<file path="config.mk">
export PLATFORM = sky130hd
export DESIGN_NAME = cpu_step_ctrl
export DESIGN_NICKNAME = d
export VERILOG_FILES = /design/src/rtl/cpu_step_ctrl.sv
export SDC_FILE = /design/constraint.sdc
export NUM_CORES = 1
export LEC_CHECK = 0
export ABC_AREA = 1
export CORE_ASPECT_RATIO = 0.75
export CORE_MARGIN = 4
export CORE_UTILIZATION = 46
export CTS_CLUSTER_SIZE = 12
export DETAILED_ROUTE_END_ITERATION = 10
export PLACE_DENSITY = 0.89
export SLEW_MARGIN = 20
export SYNTH_ARGS = -nofsm -noshare
export SYNTH_HDL_FRONTEND = slang
export SYNTH_SLANG_ARGS = --single-unit
</file>
<file path="constraint.sdc">
create_clock -name clk_sys -period 1.9 [get_ports clk_sys]
set_clock_uncertainty 0.1 [all_clocks]
set_input_delay 0.19 -clock clk_sys [delete_from_list [all_inputs] [get_ports clk_sys]]
set_output_delay 0.19 -clock clk_sys [all_outputs]
set_load 0.01 [all_outputs]
</file>
<file path="src/rtl/cpu_step_ctrl.sv">
// CPU clock-enable sequencer: speed divider, free run, single-instruction step and
// PC breakpoint, with address/data snapshot taken on every halt.
module cpu_step_ctrl #(
  parameter int ADDR_W = 16,
  parameter int DATA_W = 8,
  parameter int CNT_W  = 16
) (
  input  logic              clk_sys,
  input  logic              reset,
  input  logic [2:0]        speed_sel,
  input  logic              run_mode,
  input  logic              step_req,
  input  logic              bp_en,
  input  logic [ADDR_W-1:0] bp_addr,
  input  logic              cpu_m1,
  input  logic [ADDR_W-1:0] cpu_addr,
  input  logic [DATA_W-1:0] cpu_data,
  output logic              cpu_ce,
  output logic              halted,
  output logic              bp_hit,
  output logic [ADDR_W-1:0] snap_addr,
  output logic [DATA_W-1:0] snap_data,
  output logic [CNT_W-1:0]  step_count,
  output logic [1:0]        dbg_state
);

  typedef enum logic [1:0] {
    ST_RUN  = 2'd0,
    ST_HALT = 2'd1,
    ST_STEP = 2'd2
  } state_t;

  state_t            state_q, state_d;
  logic [2:0]        div_cnt_q, div_cnt_d;
  logic              m1_q, m1_d;
  logic              moved_q, moved_d;
  logic              step_q, step_d;
  logic              halted_q, halted_d;
  logic              bp_hit_q, bp_hit_d;
  logic [ADDR_W-1:0] snap_addr_q, snap_addr_d;
  logic [DATA_W-1:0] snap_data_q, snap_data_d;
  logic [CNT_W-1:0]  step_count_q, step_count_d;

  logic tick, boundary, bp_match, stop_cond, stop, ce;

  always_comb begin
    tick      = (div_cnt_q >= speed_sel);
    div_cnt_d = tick ? 3'd0 : div_cnt_q + 3'd1;
    boundary  = cpu_m1 & ~m1_q;
    bp_match  = bp_en & (cpu_addr == bp_addr);
    stop_cond = (state_q == ST_STEP) ? 1'b1 : (~run_mode | bp_match);
    // moved gates stop so the first instruction after a halt always gets clocked
    stop      = moved_q & boundary & stop_cond;
    ce        = tick & (state_q != ST_HALT) & ~stop & ~reset;

    state_d      = state_q;
    bp_hit_d     = bp_hit_q;
    step_count_d = step_count_q;
    snap_addr_d  = snap_addr_q;
    snap_data_d  = snap_data_q;
    moved_d      = moved_q;
    m1_d         = ce ? cpu_m1 : m1_q;
    step_d       = step_req;

    case (state_q)
      ST_RUN: begin
        if (tick && stop) begin
          state_d = ST_HALT;
          if (bp_match) bp_hit_d = 1'b1;
        end
      end
      ST_HALT: begin
        if (run_mode) begin
          state_d  = ST_RUN;
          bp_hit_d = 1'b0;
        end else if (step_req && !step_q) begin
          state_d  = ST_STEP;
          bp_hit_d = 1'b0;
        end
      end
      ST_STEP: begin
        if (tick && stop) begin
          state_d      = ST_HALT;
          step_count_d = step_count_q + 1'b1;
        end
      end
      default: state_d = ST_RUN;
    endcase

    if ((state_q != ST_HALT) && (state_d == ST_HALT)) begin
      snap_addr_d = cpu_addr;
      snap_data_d = cpu_data;
      moved_d     = 1'b0;
    end else if (ce) begin
      moved_d = 1'b1;
    end

    halted_d = (state_d == ST_HALT);
  end

  always_ff @(posedge clk_sys) begin
    if (reset) begin
      state_q      <= ST_RUN;
      div_cnt_q    <= 3'd0;
      m1_q         <= 1'b0;
      moved_q      <= 1'b0;
      step_q       <= 1'b1;
      halted_q     <= 1'b0;
      bp_hit_q     <= 1'b0;
      snap_addr_q  <= '0;
      snap_data_q  <= '0;
      step_count_q <= '0;
    end else begin
      state_q      <= state_d;
      div_cnt_q    <= div_cnt_d;
      m1_q         <= m1_d;
      moved_q      <= moved_d;
      step_q       <= step_d;
      halted_q     <= halted_d;
      bp_hit_q     <= bp_hit_d;
      snap_addr_q  <= snap_addr_d;
      snap_data_q  <= snap_data_d;
      step_count_q <= step_count_d;
    end
  end

  assign cpu_ce     = ce;
  assign halted     = halted_q;
  assign bp_hit     = bp_hit_q;
  assign snap_addr  = snap_addr_q;
  assign snap_data  = snap_data_q;
  assign step_count = step_count_q;
  assign dbg_state  = state_q;

endmodule

</file>
==> run metrics <==
CP max FO=2; post-synth top area cell=dfxtp_1; I/O pin cnt=94; CTS buffer count=5; Combinational Power Share=0.254; outcome=complete, but fails checks; Internal=1.962 mW; diode count=0; Die H=74.75 µm; fmax=509.6 MHz; routability cong.=0.8795; clock slew at reported path FFs=90 ps; Worst Setup End Kind=output pin; DR WL/cell=15.28 µm; layout cells sized above 1=0.1501; Synth cell types=28; commonest cells after routing, fill and taps aside=93 x nand2_1, 74 x clkdlybuf4s50_1, 50 x inv_1; number of max-cap violations=0; Pins Over Slew Limit=0; Clock power frac=0.339; Ys Warns=0; Mapped Area=2733 µm²; main flop type after synthesis=dfxtp_1; Routed WL=9032 µm; dpl hpwl=5783 µm; Syn Area/Cell=6.953 µm²; fin crit period=1962 ps; deepest clock path buffer count=2; die width=97.00 µm; Synth Register Bits=50; fillers=408; Final nets=566; post-layout instance area=4328 µm²; vias=3212; Floorplan Core Area=5796 µm²; Max rail drop VDD=0.7214 mV; grt total ovfl=0; Pwr per Cell Area=628.8 nW/µm²; number of H-tree levels=2; Flop pwr share=0.407; TritonCTS clock tree=yes; Site Rows=24; initial DRC count=246; Root Buffer=clkbuf_8; drt pass-1 iters=5; share of the synthesized area in the top cell type=0.3663; worst endpoint required time=1610 ps; post-place instance area=3862 µm²; EDFF count, synth=0; commonest non-fill, non-tap cell in the layout=nand2_1; syn nets=447; Initial Util=0.4715; Setup violations, final=3; I/O Buffers=93; global-route wire length before repair=13390 µm; clock sink total=50; sw frac=0.2791; worst setup margin=-62.30 ps; reg-to-reg startpoint=div_cnt_q[2]; drc violations=0; full die area=7250 µm²; Static Leakage=1.849 nW; RSZ-0062 raised after global routing=yes; share of synthesized flip-flops with an asynchronous set or reset=0; Routed Antenna Nets=0; sequential area share after synthesis=0.3663; GRT Overall Usage=0.2218; worst hold path class=in2reg; Syn Inst Count=393; cts hold-fix bufs=0; worst-margin pin slew=475.5 ps; HP Start=cpu_addr[7]; area grow syn2layout=58.38%; Via-to-Cell Ratio=5.435; largest cells by area after synthesis=dfxtp_1 37%, nand2_1 13%, nand4_1 9.4%, a21oi_1 7.7%, inv_1 7.1%; clock latency on the worst-skew pair=310 ps; CP Class=reg2out; Finished Core Util=0.7468; Arr. time, crit path=1670 ps; largest net degree at the start of global routing=45; fin crit share=1.033; net switching power=759.6 µW; final hold vios=0; setup TNS=-65.69 ps; CP Launch Point=div_cnt_q[1]; vias in the first global route=2913; initial antenna violation count=0; CP Launch Type=flip-flop; Slew HR=0.6830; failing checks=negative setup slack
## cells by family after synthesis
group	count (synthesis)	share of synthesized area
compound gates	48	0.09661
simple gates	201	0.3457
flops	50	0.3663
xor+xnor	15	0.04808
buf+inv	74	0.1204
fa+ha+maj	5	0.02289
## state kept, by name, summed over array words and instances (netlist names)
signal,flops
step_count,16
step_q,1
div_cnt_q,3
m1_q,1
snap_data,8
moved_q,1
bp_hit,1
dbg_state,2
halted,1
snap_addr,16
## final timing paths
check	slack, ps	cells past startpoint	endpoint
max	-60	6	cpu_ce
min	120	3	snap_addr[7]
max reg2reg	10	8	snap_addr[15]
min reg2reg	370	2	snap_data[7]
## repair_timing
action | CTS | global route
cloned | 2 | 3
setup buffers | 3 | 3
pin swaps | 4 | 15
endpoints found under the hold margin | 0 | 0
setup endpoints to repair | 46 | 47
resized for setup | 21 | 34
## synthesized netlist by cell type (all sizes together) (5+ instances only)
master	number
a21oi	43
buf	9
clkbuf	10
dfxtp	50
ha	5
inv	55
nand2	97
nand3	17
nand4	43
nor2	33
nor3	8
xnor2	7
xor2	8
## power groups by stage
stage | logic [mW] | registers, mW | clock network, mW
finish | 0.693 | 1.11 | 0.922
floorplan | 0.289 | 1.13 | 0
global placement | 0.537 | 1.12 | 0
global route | 0.748 | 1.11 | 0.967
CTS | 0.617 | 1.10 | 0.921
detailed placement | 0.555 | 1.13 | 0
## critical path, cell delays in order (launching register included)
cell	delay (ps)
dfxtp_2	350
ha_4	280
nand2_4	50
o211ai_4	230
nand2_2	110
nor3_4	200
buf_2	160
## per-stage QoR
step / setup slack (ps) / hold slack, ps / power (mW) / std cells
floorplan: 134.4 / 186.4 / 1.417 / 393
global placement: -588.8 / 350.6 / 1.660 / 572
detailed placement: -662.6 / 355.5 / 1.680 / 572
CTS: -29.22 / 345.2 / 2.641 / 585
global route: -149.9 / 112.7 / 2.826 / 591
finish: -62.30 / 118.6 / 2.721 / 591
## per-layer routing
| layer | track usage | share of wire | routed length, µm |
|---|---|---|---|
| met5 | 0 | 0 | 0 |
| met4 | 0.05296 | 0.024 | 214 |
| met3 | 0.04352 | 0.073 | 658 |
| met2 | 0.4090 | 0.49 | 4419 |
| met1 | 0.2731 | 0.41 | 3740 |
## cell type report
class | count | area (µm²) | area share
Multi-Input combinational cell | 271 | 1554 | 0.3591
Clock inverter | 2 | 60.06 | 0.01388
Clock buffer | 6 | 82.58 | 0.01908
Tap cell | 78 | 97.59 | 0.02255
Inverter | 55 | 206.4 | 0.04770
Timing Repair Buffer | 129 | 1323 | 0.3056
Sequential cell | 50 | 1005 | 0.2321
Power figures use the tool's default switching activity.
